[config.mk]
export PLATFORM = sky130hd
export DESIGN_NAME = fetch_redirect_ctrl
export DESIGN_NICKNAME = d
export VERILOG_FILES = /design/src/rtl/fetch_redirect_ctrl.sv
export SDC_FILE = /design/constraint.sdc
export NUM_CORES = 1
export LEC_CHECK = 0
export ABC_CLOCK_PERIOD_IN_PS = 3230
export BUFFER_PORTS_ARGS = -buffer_cell sky130_fd_sc_hd__clkbuf_2
export CORE_ASPECT_RATIO = 1.75
export CORE_MARGIN = 8
export CORE_UTILIZATION = 53
export CTS_BUF_LIST = sky130_fd_sc_hd__clkbuf_2 sky130_fd_sc_hd__clkbuf_4 sky130_fd_sc_hd__clkbuf_8
export DETAILED_ROUTE_END_ITERATION = 12
export HOLD_SLACK_MARGIN = 0.05
export MAX_ROUTING_LAYER = met4
export PLACE_DENSITY = 0.9
export SYNTH_ARGS = -nofsm -noshare
export SYNTH_HDL_FRONTEND = slang
export SYNTH_SLANG_ARGS = --single-unit
[constraint.sdc]
create_clock -name clk_i -period 3.23 [get_ports clk_i]
set_clock_uncertainty 0.05 [all_clocks]
set_input_delay 0.4845 -clock clk_i [delete_from_list [all_inputs] [get_ports clk_i]]
set_output_delay 0.4845 -clock clk_i [all_outputs]
set_load 0.02 [all_outputs]
[src/rtl/fetch_redirect_ctrl.sv]
// Fetch-stage PC owner. Arbitrates SIIC entry, RTI return, N redirect
// channels and halt. A single pending slot holds a redirect that could not
// be applied because of a stall; with REG_REDIRECT=1 every redirect passes
// through that slot, which adds one cycle of latency.
module fetch_redirect_ctrl #(
   parameter int ADDR_W       = 16,
   parameter int NUM_SRC      = 2,
   parameter int REG_REDIRECT = 0,
   parameter int PC_INC       = 2,
   parameter int RESET_PC     = 0,
   parameter int SIIC_VECTOR  = 2
) (
   input  logic                      clk_i,
   input  logic                      rst_ni,
   input  logic                      stall_i,
   input  logic                      halt_req_i,
   input  logic                      siic_req_i,
   input  logic                      rti_req_i,
   input  logic [NUM_SRC-1:0]        redir_valid_i,
   input  logic [NUM_SRC*ADDR_W-1:0] redir_addr_i,
   output logic [ADDR_W-1:0]         pc_out_o,
   output logic [ADDR_W-1:0]         pc_plus_o,
   output logic                      flush_out_o,
   output logic                      halted_o,
   output logic                      in_exc_o,
   output logic [ADDR_W-1:0]         epc_out_o
);

   localparam logic [ADDR_W-1:0] RESET_PC_C = ADDR_W'(RESET_PC);
   localparam logic [ADDR_W-1:0] SIIC_VEC_C = ADDR_W'(SIIC_VECTOR);
   localparam logic [ADDR_W-1:0] PC_INC_C   = ADDR_W'(PC_INC);

   typedef enum logic {ST_RUN, ST_HALT} state_t;
   typedef enum logic [1:0] {REQ_CHAN, REQ_SIIC, REQ_RTI} req_kind_t;

   state_t            state_q;
   logic [ADDR_W-1:0] pc_q;
   logic [ADDR_W-1:0] epc_q;
   logic              in_exc_q;
   logic              flush_q;
   logic              pend_valid_q;
   req_kind_t         pend_kind_q;
   logic [ADDR_W-1:0] pend_addr_q;

   logic [ADDR_W-1:0] pc_plus;
   logic              chan_any;
   logic [ADDR_W-1:0] chan_addr;
   logic              sel_valid;
   req_kind_t         sel_kind;
   logic [ADDR_W-1:0] sel_addr;
   logic              apply;
   req_kind_t         act_kind;
   logic [ADDR_W-1:0] act_addr;
   logic              pend_valid_d;
   req_kind_t         pend_kind_d;
   logic [ADDR_W-1:0] pend_addr_d;

   assign pc_plus     = pc_q + PC_INC_C;
   assign pc_out_o    = pc_q;
   assign pc_plus_o   = pc_plus;
   assign flush_out_o = flush_q;
   assign halted_o    = (state_q == ST_HALT);
   assign in_exc_o    = in_exc_q;
   assign epc_out_o   = epc_q;

   // Later pipeline stages win: scan upward so the highest asserted index is kept.
   always_comb begin
      chan_any  = 1'b0;
      chan_addr = '0;
      for (int i = 0; i < NUM_SRC; i++) begin
         if (redir_valid_i[i]) begin
            chan_any  = 1'b1;
            chan_addr = redir_addr_i[i*ADDR_W +: ADDR_W];
         end
      end
   end

   // Priority select; SIIC/RTI are only eligible in the matching exception state.
   always_comb begin
      sel_valid = 1'b0;
      sel_kind  = REQ_CHAN;
      sel_addr  = '0;
      if (siic_req_i && !in_exc_q) begin
         sel_valid = 1'b1;
         sel_kind  = REQ_SIIC;
      end else if (rti_req_i && in_exc_q) begin
         sel_valid = 1'b1;
         sel_kind  = REQ_RTI;
      end else if (chan_any) begin
         sel_valid = 1'b1;
         sel_addr  = chan_addr;
      end
   end

   if (REG_REDIRECT == 0) begin : g_direct
      // A fresh request supersedes the slot and applies at once unless stalled.
      always_comb begin
         act_kind     = sel_valid ? sel_kind : pend_kind_q;
         act_addr     = sel_valid ? sel_addr : pend_addr_q;
         apply        = (sel_valid | pend_valid_q) & ~stall_i;
         pend_valid_d = (sel_valid | pend_valid_q) & stall_i;
         pend_kind_d  = act_kind;
         pend_addr_d  = act_addr;
      end
   end else begin : g_registered
      // Only the slot content is applied; a new request always lands in the slot.
      always_comb begin
         act_kind     = pend_kind_q;
         act_addr     = pend_addr_q;
         apply        = pend_valid_q & ~stall_i;
         pend_valid_d = sel_valid | (pend_valid_q & stall_i);
         pend_kind_d  = sel_valid ? sel_kind : pend_kind_q;
         pend_addr_d  = sel_valid ? sel_addr : pend_addr_q;
      end
   end

   // RUN/HALT state machine with PC, EPC, exception flag, flush and slot registers.
   always_ff @(posedge clk_i or negedge rst_ni) begin
      if (!rst_ni) begin
         state_q      <= ST_RUN;
         pc_q         <= RESET_PC_C;
         epc_q        <= '0;
         in_exc_q     <= 1'b0;
         flush_q      <= 1'b0;
         pend_valid_q <= 1'b0;
         pend_kind_q  <= REQ_CHAN;
         pend_addr_q  <= '0;
      end else begin
         flush_q <= 1'b0;
         case (state_q)
            ST_RUN: begin
               if (halt_req_i) begin
                  // Halt freezes the PC where it is and drops anything queued.
                  state_q      <= ST_HALT;
                  pend_valid_q <= 1'b0;
               end else begin
                  pend_valid_q <= pend_valid_d;
                  pend_kind_q  <= pend_kind_d;
                  pend_addr_q  <= pend_addr_d;
                  if (apply) begin
                     flush_q <= 1'b1;
                     case (act_kind)
                        REQ_SIIC: begin
                           epc_q    <= pc_plus;
                           pc_q     <= SIIC_VEC_C;
                           in_exc_q <= 1'b1;
                        end
                        REQ_RTI: begin
                           pc_q     <= epc_q;
                           in_exc_q <= 1'b0;
                        end
                        default: pc_q <= act_addr;
                     endcase
                  end else if (!stall_i) begin
                     pc_q <= pc_plus;
                  end
               end
            end
            default: begin
               // HALT is left only through reset.
            end
         endcase
      end
   end

endmodule

Word-level counts from Yosys, hierarchy flattened
Cells that the tools add are included.
{"block": "classes", "eq_ne": 3, "n_mul": 0, "n_lt_le_gt_ge": 0, "addsub": 1, "n_shift": 0, "bitwise_logic": 6, "n_reduce_logical": 8, "mux": 24, "n_div": 0}
{"cell": "16-bit 2-to-1 mux", "count": 8}
{"cell": "16-bit case mux with 2 select lines", "count": 1}
{"cell": "16-bit by 2-bit adder with 16-bit output, second input constant", "count": 1}
{"cell": "1-bit 2-to-1 mux", "count": 11}
{"cell": "4-bit AND reduction", "count": 2}
{"cell": "2-bit 2-to-1 mux", "count": 3}
{"cell": "1-bit inverter", "count": 3}
{"cell": "3-bit AND reduction", "count": 1}
{"cell": "1-bit bitwise AND", "count": 2}
{"cell": "2-bit by 1-bit equality test with 1-bit output, second input constant", "count": 1}
{"cell": "2-bit equality test, second input constant", "count": 1}
{"cell": "1-bit logical AND", "count": 2}
{"cell": "2-bit by 1-bit inequality test with 1-bit output, second input constant", "count": 1}
{"cell": "1-bit case mux with 2 select lines", "count": 1}
{"cell": "2-bit AND reduction", "count": 1}
{"cell": "2-bit nonzero test", "count": 1}
{"cell": "1-bit zero test", "count": 1}
{"cell": "1-bit OR", "count": 1}
{"block": "word_totals", "mem_bits_ro": 0, "mem_count": 0, "ram_bits": 0, "elab_cells": 50, "latchBits": 0, "out_inout_bits": 51, "ff_bits": 54}

Depth between registers and ports, before layout
{"block": "depth", "word_depth": 10, "ltp_mapped": 11, "mapped_depth_nobuf": 9}

Least setup slack after synthesis
No wires, ideal clock.
{"block": "synth_path", "path_kind": "register to register", "startpoint": "register in_exc_q (netlist: in_exc_o)", "endpoint": "register pc_q[1] (netlist: pc_out_o[1])", "arrival_ps": 2623, "n_path_buf": 3, "synth_period_minus_slack_ps": 2808, "path_stages_with_launch": 11, "required_ps": 3045, "path_slack_ps": 422, "path_cell_list": "dfrtp_1 mux2_4 nor3_4 buf_4 a21boi_0 ha_1 clkbuf_1 clkbuf_1 o221ai_1 nand3_1 o211ai_1"}
{"block": "synth_between", "elab_chain_cells": 7}
{"item": "from (decl)", "line_no": "39", "rtl": "logic in_exc_q;"}
{"item": "from (signal assigned)", "line_no": "123", "rtl": "in_exc_q <= 1'b0;"}
{"item": "from (signal assigned)", "line_no": "146", "rtl": "in_exc_q <= 1'b1;"}
{"item": "from (signal assigned)", "line_no": "150", "rtl": "in_exc_q <= 1'b0;"}
{"item": "1-bit logical AND / 1-bit zero test (equally long branches)", "line_no": "86, 83"}
{"item": "1-bit 2-to-1 mux, or another cell as far along", "line_no": "86", "rtl": "end else if (rti_req_i && in_exc_q) begin"}
{"item": "1-bit 2-to-1 mux / 2-bit 2-to-1 mux (equally long branches)", "line_no": "83", "rtl": "if (siic_req_i && !in_exc_q) begin"}
{"item": "2-bit 2-to-1 mux / 1-bit OR (equally long branches)", "line_no": "98, 100"}
{"item": "2-bit equality test, or another cell as far along", "line_no": "142", "rtl": "case (act_kind)"}
{"item": "16-bit case mux with 2 select lines / 2-bit by 1-bit inequality test with 1-bit output (equally long branches)"}
{"item": "16-bit 2-to-1 mux / 3-bit AND reduction (equally long branches)"}
{"item": "to (signal assigned)", "line_no": "149", "rtl": "pc_q <= epc_q;"}
{"item": "to (signal assigned)", "line_no": "152", "rtl": "default: pc_q <= act_addr;"}
{"item": "to (signal assigned)", "line_no": "155", "rtl": "pc_q <= pc_plus;"}
{"item": "to (decl)", "line_no": "37", "rtl": "logic [ADDR_W-1:0] pc_q;"}
Several ways; a longest one is shown, not always the timed one.
A chain may end at the register's enable or synchronous reset.

Worst setup path in the final report
{"block": "layout_path", "startpoint": "register pc_q[2] (netlist: pc_out_o[2])", "endpoint": "output pc_plus_o[15]"}
{"block": "layout_between", "elab_chain_cells": 1}
{"item": "16-bit by 2-bit adder with 16-bit output", "line_no": "58", "rtl": "assign pc_plus = pc_q + PC_INC_C;"}
{"item": "to (decl)", "line_no": "22", "rtl": "output logic [ADDR_W-1:0] pc_plus_o,"}
Every way passes these cells.

==> results.sh <==
export IMPL_status="finished, final reports clean"
export IMPL_num_rows=36
export IMPL_h_tree_depth=2
export IMPL_post_cts_resized=0
export IMPL_hold_class="in -> async"
export IMPL_worstPathMaxFanout=5
export IMPL_cts_sink_count=54
export IMPL_pin_count=91
export IMPL_max_clock_path_buffers=2
export IMPL_min_period_over_period_pct=87.1
export IMPL_synth_ff_type="dfrtp_1"
export IMPL_setup_tns_ns=0
export IMPL_grt_usage_pct=22.3
export IMPL_drt_first_pass_iters=7
export IMPL_rr_endpoint="pc_out_o[4]"
export IMPL_grt_first_pass_wirelength_um=14700
export IMPL_synth_edf_count=0
export IMPL_fp_dieH_um=117
export IMPL_r2r_start="in_exc_o"
export IMPL_synth_most_common_cell="dfrtp_1"
export IMPL_start_util_pct=55.0
export IMPL_rsz0062_at_grt="false"
export IMPL_gp_congestion=0.926
export IMPL_clk_pin_slew_ns=0.09
export IMPL_leakage_nw=1.85
export IMPL_regToRegSetupSlack_ns=0.48
export IMPL_grt_pass1_vias=3020
export IMPL_hold_viol_final=0
export IMPL_coreArea_um2=5590
export IMPL_synth_area_leader_cell="dfrtp_1"
export IMPL_root_buffer="clkbuf_8"
export IMPL_synth_cell_types=56
export IMPL_die_w_um=73.6
export IMPL_final_instance_count_excl_fill=476
export IMPL_portBuffers=90
export IMPL_syn_cell_area_um2=3070
export IMPL_grt_max_degree=34
export IMPL_postSynthAreaPerCell_um2=9.82
export IMPL_ant_nets=0
export IMPL_ys_ff_latch=54
export IMPL_endpoint_kind="primary output"
export IMPL_fmax_mhz=355
export IMPL_ys_seq_area_share_pct=44.0
export IMPL_cap_violations=0
export IMPL_wl_um=9020
export IMPL_hpwl_um=6870
export IMPL_fill_cells=458
export IMPL_insertedDiodeCount=0
export IMPL_setup_violations=0
export IMPL_slew_violations=0
export IMPL_synthTopCellsByArea="dfrtp_1, mux2i_1, mux2_2"
export IMPL_peakVddDrop_v=0.000344
export IMPL_cts_made_buffers=5
export IMPL_viasPerCell=6.09
export IMPL_antenna_found_initial=0
export IMPL_worstMarginPinSlew_ns=0.624
export IMPL_ctsHoldBuffers=0
export IMPL_area_growth_pct=20.3
export IMPL_nNetsFinal=443
export IMPL_vias=2901
export IMPL_worstPathRequired_ns=2.70
export IMPL_clk_latency_ns=0.31
export IMPL_arrival_ns=2.28
export IMPL_die_area_um2=8590
export IMPL_rr_worst_depth=8
export IMPL_synth_warning_count=0
export IMPL_crit_type="reg -> out"
export IMPL_drt_iter0_markers=256
export IMPL_fin_hold_ws_ns=0.0916
export IMPL_synth_top_area_share_pct=44.0
export IMPL_dp_cells=469
export IMPL_finalPower_mw=1.68
export IMPL_powerDensity_nw_per_um2=454
export IMPL_drive_gt1_share_pct=32.0
export IMPL_cts_setup_buffers=0
export IMPL_slew_headroom_pct=58.3
export IMPL_drc=0
export IMPL_period_minus_slack_ns=2.81
export IMPL_post_drt_wl_per_cell_um=18.9
export IMPL_tritoncts="done"
export IMPL_startpoint_type="flop"
export IMPL_synth_common_cells="dfrtp_1, nand2_1, nor2_1, o21ai_0, mux2i_1"
export IMPL_overflow=0
export IMPL_synthArstFlopShare_pct=100
export IMPL_synthCells=313
export IMPL_syn_nets=356
==> sequential cells by signal, summed over array words and instances, names as in the netlist <==
register,flops
epc_out_o,16
pc_out_o,16
pend_addr_q,16
pend_kind_q,2
flush_out_o,1
halted_o,1
in_exc_o,1
pend_valid_q,1
==> stage by stage <==
step                      setup slack (ns)  util, %  cell area [um2]
final                                0.415     66.2             3700
after global routing                 0.301     66.2             3700
after CTS                            0.471     66.2             3700
after detailed placement             0.470     64.2             3580
after global placement               0.614     64.2             3580
after floorplan                      0.422        -             3070
==> where the power goes <==
part | total (mW) | switching [mW] | internal [mW]
Clock | 0.463 | 0.214 | 0.248
Sequential | 0.803 | 0.0729 | 0.730
Combinational | 0.413 | 0.261 | 0.152
Total | 1.68 | 0.548 | 1.13
==> critical path: stages, from the launching register on <==
cell and delay [ns]:
dfrtp_1 0.44, ha_1 0.29, nand4_1 0.26, nor4_1 0.52
xnor2_1 0.23, inv_1 0.08, clkbuf_2 0.16
==> cells in the final DEF, fill, tap and decap left out, drive strengths merged, types with 15 or more instances in the layout <==
cell type,n
nor2,20
dfrtp,54
mux2,15
clkbuf,96
mux2i,17
nand2,34
o21ai,19
==> how the worst max path moves through the flow <==
stage,startpoint,end,cells after the start
finish,pc_out_o[2],pc_plus_o[15],6
global route,pc_out_o[2],pc_plus_o[15],6
CTS,pc_out_o[1],pc_plus_o[15],6
detailed placement,siic_req_i,pc_out_o[3],9
global placement,siic_req_i,pc_out_o[13],10
floorplan,in_exc_o,pc_out_o[1],10
==> layer usage <==
layer	part of all wire (%)	GRT usage, %
met1	38	24.3
met2	53	36.8
met3	6.1	4.04
met4	3.6	13.2
met5	0	-
==> cells by family (layout without fill, tap and decap cells) <==
kind of cell	Yosys count	in the layout	synth area share (%)
xor gates and xnor gates	13	13	3.71
muxes	32	32	11.2
adders and majority gates	3	3	1.22
buffers and inverters	30	117	4.64
DFF	54	54	44.0
and+or+nand+nor	100	100	16.7
AOI/OAI and AO/OA	81	81	18.6
==> area by class of cell <==
class                   count  area (um2)  share of cell area [%]
clock inverters             1        30.0                   0.812
repair buffers             99         518                    14.0
clock buffers               6        82.6                    2.23
inverters                  11        41.3                    1.12
well taps                  76        95.1                    2.57
multi-input cells         229        1580                    42.7
flip-flops and latches     54        1350                    36.5
Power figures use the tool's default switching activity.
